--- config.mk ---
export PLATFORM = sky130hd
export DESIGN_NAME = muldiv_unit
export DESIGN_NICKNAME = d
export VERILOG_FILES = /design/src/rtl/muldiv_pkg.sv /design/src/rtl/muldiv_booth_enc.sv /design/src/rtl/muldiv_unit.sv
export SDC_FILE = /design/constraint.sdc
export NUM_CORES = 1
export LEC_CHECK = 0
export CAP_MARGIN = 40
export CORE_MARGIN = 8
export CORE_UTILIZATION = 65
export CTS_CLUSTER_DIAMETER = 150
export CTS_CLUSTER_SIZE = 20
export DETAILED_ROUTE_END_ITERATION = 16
export GPL_TIMING_DRIVEN = 1
export PLACE_DENSITY = 0.88
export SYNTH_ARGS = -nofsm -noshare
export SYNTH_HDL_FRONTEND = slang
export SYNTH_SLANG_ARGS = --single-unit
--- constraint.sdc ---
create_clock -name clock -period 15.41 [get_ports clock]
set_input_delay 2.3115 -clock clock [delete_from_list [all_inputs] [get_ports clock]]
set_output_delay 2.3115 -clock clock [all_outputs]
set_load 0.01 [all_outputs]
--- src/rtl/muldiv_pkg.sv ---
// Shared definitions for the muldiv_unit slice: FSM state encoding, Booth
// recoding operations, counter sizing and the latency constants the bench uses.
// Optional build macro: MULDIV_RADIX4_EN selects the radix-4 Booth multiplier.
package muldiv_pkg;

   localparam int MD_WIDTH = 32;

   function automatic int cnt_width(input int w);
      return $clog2(w) + 1;
   endfunction

   localparam int CNT_W = cnt_width(MD_WIDTH);

   typedef enum logic [1:0] {
      S_IDLE = 2'd0,
      S_MUL  = 2'd1,
      S_DIV  = 2'd2,
      S_DONE = 2'd3
   } state_t;

   typedef enum logic [2:0] {
      BOOTH_ZERO = 3'd0,
      BOOTH_POS1 = 3'd1,
      BOOTH_NEG1 = 3'd2,
      BOOTH_POS2 = 3'd3,
      BOOTH_NEG2 = 3'd4
   } booth_op_t;

`ifdef MULDIV_RADIX4_EN
   localparam int MUL_LAT = MD_WIDTH / 2 + 1;
`else
   localparam int MUL_LAT = MD_WIDTH + 1;
`endif
   localparam int DIV_LAT = MD_WIDTH + 1;
   localparam int DZ_LAT  = 1;

   // A radix-2 window {q0,q0,q-1} only ever hits the 0/+b/-b rows of this table.
   function automatic booth_op_t booth_decode(input logic [2:0] window);
      booth_op_t op;
      case (window)
         3'b001, 3'b010: op = BOOTH_POS1;
         3'b011:         op = BOOTH_POS2;
         3'b100:         op = BOOTH_NEG2;
         3'b101, 3'b110: op = BOOTH_NEG1;
         default:        op = BOOTH_ZERO;
      endcase
      return op;
   endfunction

endpackage

--- src/rtl/muldiv_booth_enc.sv ---
// Combinational Booth recoder: turns the current multiplier window into the
// addend for the partial product (0, +/-b, and +/-2b in the radix-4 build).
// Optional build macro: MULDIV_RADIX4_EN enables the +/-2b terms.
module muldiv_booth_enc
   import muldiv_pkg::*;
#(
   parameter int WIDTH = 32
) (
   input  logic [2:0]       window,
   input  logic [WIDTH-1:0] b,
   output logic [WIDTH+1:0] addend
);

   logic [WIDTH+1:0] b_ext;
   logic [WIDTH+1:0] b_dbl;

   assign b_ext = {{2{b[WIDTH-1]}}, b};
   assign b_dbl = {b_ext[WIDTH:0], 1'b0};

   // Select the sign-extended addend for this window.
   always_comb begin
      addend = '0;
      case (booth_decode(window))
         BOOTH_POS1: addend = b_ext;
         BOOTH_NEG1: addend = -b_ext;
`ifdef MULDIV_RADIX4_EN
         BOOTH_POS2: addend = b_dbl;
         BOOTH_NEG2: addend = -b_dbl;
`else
         BOOTH_POS2: addend = '0;
         BOOTH_NEG2: addend = '0;
`endif
         default:    addend = '0;
      endcase
   end

endmodule

--- src/rtl/muldiv_unit.sv ---
// Multi-cycle signed multiply/divide engine. Multiply is Booth (radix-2, or
// radix-4 when MULDIV_RADIX4_EN is defined); divide is restoring on magnitudes
// with a sign fix-up on the way into DONE. hi/lo only change on entry to DONE.
module muldiv_unit
   import muldiv_pkg::*;
#(
   parameter int WIDTH = 32
) (
   input  logic             clock,
   input  logic             reset,
   input  logic             start_mul,
   input  logic             start_div,
   input  logic [WIDTH-1:0] a,
   input  logic [WIDTH-1:0] b,
   output logic             busy,
   output logic             done,
   output logic [WIDTH-1:0] hi,
   output logic [WIDTH-1:0] lo,
   output logic             div_by_zero
);

   localparam int CNT_BITS = cnt_width(WIDTH);
`ifdef MULDIV_RADIX4_EN
   localparam int MUL_STEPS = WIDTH / 2;
`else
   localparam int MUL_STEPS = WIDTH;
`endif
   localparam logic [CNT_BITS-1:0] LAST_MUL = CNT_BITS'(MUL_STEPS - 1);
   localparam logic [CNT_BITS-1:0] LAST_DIV = CNT_BITS'(WIDTH - 1);

   state_t              state;
   logic [CNT_BITS-1:0] cnt;
   logic [WIDTH-1:0]    op_b;
   logic [WIDTH+1:0]    acc_hi;
   logic [WIDTH-1:0]    acc_lo;
   logic                q_m1;
   logic                neg_q;
   logic                neg_r;

   logic [2:0]          booth_window;
   logic [WIDTH+1:0]    booth_addend;
   logic [WIDTH+1:0]    mul_sum;
   logic [WIDTH+1:0]    mul_hi_nx;
   logic [WIDTH-1:0]    mul_lo_nx;
   logic                mul_qm1_nx;

   logic [WIDTH:0]      div_shift;
   logic [WIDTH+1:0]    div_trial;
   logic [WIDTH:0]      div_rem_nx;
   logic [WIDTH-1:0]    div_quo_nx;
   logic [WIDTH-1:0]    div_q_fix;
   logic [WIDTH-1:0]    div_r_fix;

`ifdef MULDIV_RADIX4_EN
   assign booth_window = {acc_lo[1:0], q_m1};
`else
   assign booth_window = {acc_lo[0], acc_lo[0], q_m1};
`endif

   muldiv_booth_enc #(.WIDTH(WIDTH)) u_booth_enc (
      .window (booth_window),
      .b      (op_b),
      .addend (booth_addend)
   );

   // One Booth add-and-arithmetic-shift step over the {acc_hi, acc_lo, q_m1} accumulator.
   always_comb begin
      mul_sum = acc_hi + booth_addend;
`ifdef MULDIV_RADIX4_EN
      mul_hi_nx  = {{2{mul_sum[WIDTH+1]}}, mul_sum[WIDTH+1:2]};
      mul_lo_nx  = {mul_sum[1:0], acc_lo[WIDTH-1:2]};
      mul_qm1_nx = acc_lo[1];
`else
      mul_hi_nx  = {mul_sum[WIDTH+1], mul_sum[WIDTH+1:1]};
      mul_lo_nx  = {mul_sum[0], acc_lo[WIDTH-1:1]};
      mul_qm1_nx = acc_lo[0];
`endif
   end

   // One restoring-divide step; the remainder lives in acc_hi, the dividend/quotient in acc_lo.
   always_comb begin
      div_shift  = {acc_hi[WIDTH-1:0], acc_lo[WIDTH-1]};
      div_trial  = {1'b0, div_shift} - {2'b00, op_b};
      div_rem_nx = div_trial[WIDTH+1] ? div_shift : div_trial[WIDTH:0];
      div_quo_nx = {acc_lo[WIDTH-2:0], ~div_trial[WIDTH+1]};
      div_q_fix  = neg_q ? -div_quo_nx : div_quo_nx;
      div_r_fix  = neg_r ? -div_rem_nx[WIDTH-1:0] : div_rem_nx[WIDTH-1:0];
   end

   // Control FSM with registered busy/done/flag and the final hi/lo result registers.
   always_ff @(posedge clock) begin
      if (!reset) begin
         state       <= S_IDLE;
         cnt         <= '0;
         op_b        <= '0;
         acc_hi      <= '0;
         acc_lo      <= '0;
         q_m1        <= 1'b0;
         neg_q       <= 1'b0;
         neg_r       <= 1'b0;
         busy        <= 1'b0;
         done        <= 1'b0;
         hi          <= '0;
         lo          <= '0;
         div_by_zero <= 1'b0;
      end else begin
         case (state)
            S_IDLE: begin
               done <= 1'b0;
               if (start_mul) begin
                  state       <= S_MUL;
                  busy        <= 1'b1;
                  div_by_zero <= 1'b0;
                  op_b        <= b;
                  acc_hi      <= '0;
                  acc_lo      <= a;
                  q_m1        <= 1'b0;
                  cnt         <= '0;
               end else if (start_div) begin
                  cnt <= '0;
                  if (b == '0) begin
                     state       <= S_DONE;
                     done        <= 1'b1;
                     hi          <= a;
                     lo          <= '1;
                     div_by_zero <= 1'b1;
                  end else begin
                     state       <= S_DIV;
                     busy        <= 1'b1;
                     div_by_zero <= 1'b0;
                     op_b        <= b[WIDTH-1] ? -b : b;
                     acc_hi      <= '0;
                     acc_lo      <= a[WIDTH-1] ? -a : a;
                     neg_q       <= a[WIDTH-1] ^ b[WIDTH-1];
                     neg_r       <= a[WIDTH-1];
                  end
               end
            end
            S_MUL: begin
               acc_hi <= mul_hi_nx;
               acc_lo <= mul_lo_nx;
               q_m1   <= mul_qm1_nx;
               cnt    <= cnt + CNT_BITS'(1);
               if (cnt == LAST_MUL) begin
                  state <= S_DONE;
                  busy  <= 1'b0;
                  done  <= 1'b1;
                  hi    <= mul_hi_nx[WIDTH-1:0];
                  lo    <= mul_lo_nx;
               end
            end
            S_DIV: begin
               acc_hi <= {1'b0, div_rem_nx};
               acc_lo <= div_quo_nx;
               cnt    <= cnt + CNT_BITS'(1);
               if (cnt == LAST_DIV) begin
                  state <= S_DONE;
                  busy  <= 1'b0;
                  done  <= 1'b1;
                  hi    <= div_r_fix;
                  lo    <= div_q_fix;
               end
            end
            default: begin
               state <= S_IDLE;
               busy  <= 1'b0;
               done  <= 1'b0;
            end
         endcase
      end
   end

endmodule
==> flow_metrics.py <==
metrics = {
    "logic_synthesis": {
        "synth-main-ff-cell": "dfxtp_1",
        "postSynthNetCount": 2430,
        "synth_warnings": 0,
        "syn_inst": 2283,
        "ys_seq_area_frac": 0.222,
        "yosysUniqueCellTypes": 93,
        "netlist_area_sq_um": 15900,
        "syn_avg_cell_area_sq_um": 6.96,
        "synth-edff-count": 0,
        "synth_seq_cells": 176,
        "async_flop_share": 0,
    },
    "cts": {
        "numClockSinks": 176,
        "numCtsBuffers": 17,
        "cts_buffer_depth": 2,
        "h-tree-depth": 4,
        "postCtsHoldBufs": 0,
        "post_cts_resized": 0,
        "cts_tree": "yes",
        "root_buffer": "clkbuf_16",
        "clk_pin_slew_worst_paths_ns": 0.07,
        "clk-insertion-delay-late_ns": 0.44,
        "cts_setup_buffers": 0,
    },
    "global_route": {
        "grt_util_met3": 0.0516,
        "antenna_found_initial": 1,
        "grtUsageMet1": 0.444,
        "grt_max_degree": 76,
        "grt.busiest_layer": "met2",
        "grt_pass1_wl_mm": 83.3,
        "gr-total-overflow": 0,
        "grt_pass1_vias": 16400,
        "grtUsageMet2": 0.575,
        "grt_util_all_layers": 0.348,
    },
    "power": {
        "p_sw_uw": 745,
        "internal_power_uw": 1010,
        "pwr-share-seq": 0.336,
        "power.total_uw": 1750,
        "p_sw_frac": 0.425,
        "p_per_area_nw_per_um2": 98.1,
        "vdd_drop_max_v": 0.0000601,
        "p_leak_uw": 0.00649,
        "power_frac_comb": 0.411,
        "clkPwrFrac": 0.253,
    },
    "setup_path": {
        "crit_required_ns": 15.74,
        "critical_path.slowest_cell": "or3_1",
        "cp-start-kind": "primary input",
        "slowest_delay_ns": 0.54,
        "path_class": "in2reg",
        "crit_path_cell_trace": "clkdlybuf4s50_1, inv_1, ha_1, or3b_2, or4_1, nor4_1, nand3_1, or3_1, o21ai_1, and3_2, buf_4, nand2_1, nor2_1, nand3_1, a2bb2oi_1, nand2_1",
        "end_kind": "flip-flop",
        "arrival_ns": 7.02,
        "cp_max_fo": 73,
    },
    "timing": {
        "rsz0062_at_grt": "false",
        "tightest_slew_ns": 0.913,
        "max_freq_ghz": 0.149,
        "skew_ns": 0.0190,
        "slew-limit-headroom": 0.386,
        "setup_viol_count_final": 0,
        "period_minus_slack_ns": 6.69,
        "drv_slew": 0,
        "hold_violations": 0,
        "post-route-period-util": 0.434,
        "finalSetupTns_ns": 0,
    },
    "floorplan": {
        "fp.dieW_microns": 172,
        "ioPinCount": 135,
        "dieArea_sq_um": 29700,
        "num_rows": 57,
        "fp.coreArea_sq_um": 24200,
        "die_h_microns": 172,
        "start_util": 0.657,
    },
    "finish": {
        "area_growth_pct": 12.3,
        "seqCellArea_sq_um": 3520,
        "nets": 2447,
        "postLayoutCoreUtil": 0.739,
        "multi_input_area_sq_um": 11500,
        "final_layout_size_suffix_gt1_frac": 0.0411,
        "antenna_cells": 0,
        "num-fill-cells": 2042,
        "final_area_sq_um": 17900,
    },
    "detailed_routing": {
        "drcViolationCount": 0,
        "wl_per_cell_microns": 20.3,
        "first_pass_iters": 6,
        "ant_nets": 0,
        "drtIter0Drc": 2611,
        "routed_wirelength_mm": 53.6,
        "post_drt_via_cell_ratio": 6.76,
        "vias": 17800,
    },
    "placement": {
        "dp_hpwl_mm": 39.5,
        "port_buffers": 134,
        "finalWeightedCongestion": 1.01,
        "placed_cell_area_sq_um": 17300,
    },
    "status": {
        "outcome": "finished, final reports clean",
    },
    "min_path": {
        "hp-class": "reg2reg",
    },
    "job": {
        "maxCapViolCount": 0,
    },
}
## path summary, 6_finish.rpt
kind                         from  depth (start not counted)  slack, ns                  end
max                          b[0]                         16       8.72  hi[31]$_SDFFE_PN0P_
min           hi[11]$_SDFFE_PN0P_                          2       0.46  hi[11]$_SDFFE_PN0P_
max reg2reg  op_b[8]$_SDFFE_PN0P_                         21       8.82  hi[30]$_SDFFE_PN0P_
min reg2reg   hi[11]$_SDFFE_PN0P_                          2       0.46  hi[11]$_SDFFE_PN0P_
## layout by cell type, fill, tap and decap left out, types with 18 or more instances in the layout
| cell | netlist | layout |
|---|---|---|
| a211oi_1 | 70 | 70 |
| a21o_1 | 29 | 29 |
| a21oi_1 | 226 | 226 |
| a31oi_1 | 29 | 29 |
| a41oi_1 | 18 | 18 |
| buf_4 | 1 | 19 |
| clkdlybuf4s50_1 | 0 | 134 |
| dfxtp_1 | 176 | 176 |
| ha_1 | 77 | 74 |
| inv_1 | 75 | 75 |
| nand2_1 | 270 | 270 |
| nand2b_1 | 19 | 19 |
| nand3_1 | 60 | 59 |
| nand4_1 | 18 | 18 |
| nor2_1 | 248 | 248 |
| nor3_1 | 73 | 73 |
| nor4_1 | 27 | 27 |
| o211ai_1 | 32 | 32 |
| o21ai_0 | 185 | 185 |
| o31ai_1 | 28 | 28 |
| or3_1 | 34 | 34 |
| or4_1 | 22 | 22 |
| xnor2_1 | 92 | 92 |
| xor2_1 | 59 | 59 |
## logic make-up after synthesis
group / Yosys count / synth area share
AO/OA/AOI/OAI: 772 / 0.313
XOR/XNOR: 151 / 0.0832
adder cells (fa/ha/maj): 79 / 0.0631
buffers and inverters: 237 / 0.0575
flip-flops: 176 / 0.222
multiplexers: 18 / 0.0118
AND/OR/NAND/NOR: 850 / 0.250
## sequential cells by signal, summed over array words and instances (netlist names)
signal       count
state            2
op_b            32
neg_r            1
acc_lo          32
cnt              6
hi              32
div_by_zero      1
acc_hi          34
q_m1             1
done             1
lo              32
neg_q            1
busy             1
## through the flow
step / hold slack (ns) / worst slack, ns / std cells
after floorplan: 0.453 / 9.42 / 2283
after global placement: 0.437 / 8.57 / 2602
after detailed placement: 0.447 / 8.40 / 2605
after CTS: 0.455 / 8.85 / 2636
after global routing: 0.488 / 8.44 / 2636
final: 0.458 / 8.72 / 2636
## routing by layer
metal	up-vias	wire length, microns
li1	8384	-
met1	8223	21200
met2	1059	24500
met3	164	5830
met4	2	2030
met5	-	16
## synth_stat cells (all sizes together), types with 8 or more instances
| master | n | share of area |
|---|---|---|
| inv | 77 | 0.018 |
| o21bai | 9 | 0.0050 |
| or3 | 35 | 0.014 |
| nor3 | 74 | 0.024 |
| o31ai | 28 | 0.013 |
| and2 | 15 | 0.0059 |
| a22oi | 11 | 0.0052 |
| a211oi | 72 | 0.035 |
| o41ai | 14 | 0.0089 |
| o21ai | 188 | 0.059 |
| a41oi | 18 | 0.0099 |
| nand2 | 271 | 0.064 |
| nor2b | 8 | 0.0031 |
| nor2 | 249 | 0.059 |
| nand4 | 18 | 0.0071 |
| nand2b | 19 | 0.0075 |
| mux2i | 15 | 0.0097 |
| xnor2 | 92 | 0.051 |
| clkbuf | 129 | 0.031 |
| ha | 77 | 0.061 |
| nor4 | 28 | 0.011 |
| dfxtp | 176 | 0.22 |
| xor2 | 59 | 0.033 |
| and3 | 11 | 0.0043 |
| buf | 29 | 0.0081 |
| o21a | 15 | 0.0071 |
| o211ai | 32 | 0.015 |
| a31oi | 29 | 0.011 |
| a21oi | 226 | 0.071 |
| a311oi | 16 | 0.0088 |
| a21o | 29 | 0.014 |
| or2 | 9 | 0.0035 |
| nand3 | 60 | 0.019 |
| a221oi | 12 | 0.0066 |
| or4 | 24 | 0.012 |
## final cells by class
type / count / area share
flip-flops and latches: 176 / 0.197
clock buffers: 17 / 0.0238
inverters: 79 / 0.0167
repair buffers: 156 / 0.0870
well taps: 324 / 0.0227
multi-input cells: 1870 / 0.644
clock inverters: 14 / 0.00813
## power groups by stage
| stage | registers, uW | logic, uW | clock network (uW) |
|---|---|---|---|
| floorplan | 579 | 477 | 0 |
| global placement | 593 | 674 | 0 |
| detailed placement | 597 | 698 | 0 |
| CTS | 586 | 703 | 440 |
| global route | 597 | 777 | 460 |
| finish | 589 | 720 | 442 |
## worst max-delay path, delay by kind of cell
kind                     cells  cell delay, ns
buffers and inverters        3            1.08
adder cells (fa/ha/maj)      1            0.16
AO/OA/AOI/OAI                2            0.44
AND/OR/NAND/NOR             10            2.98
Note: power is estimated with default switching activity, not from simulation.
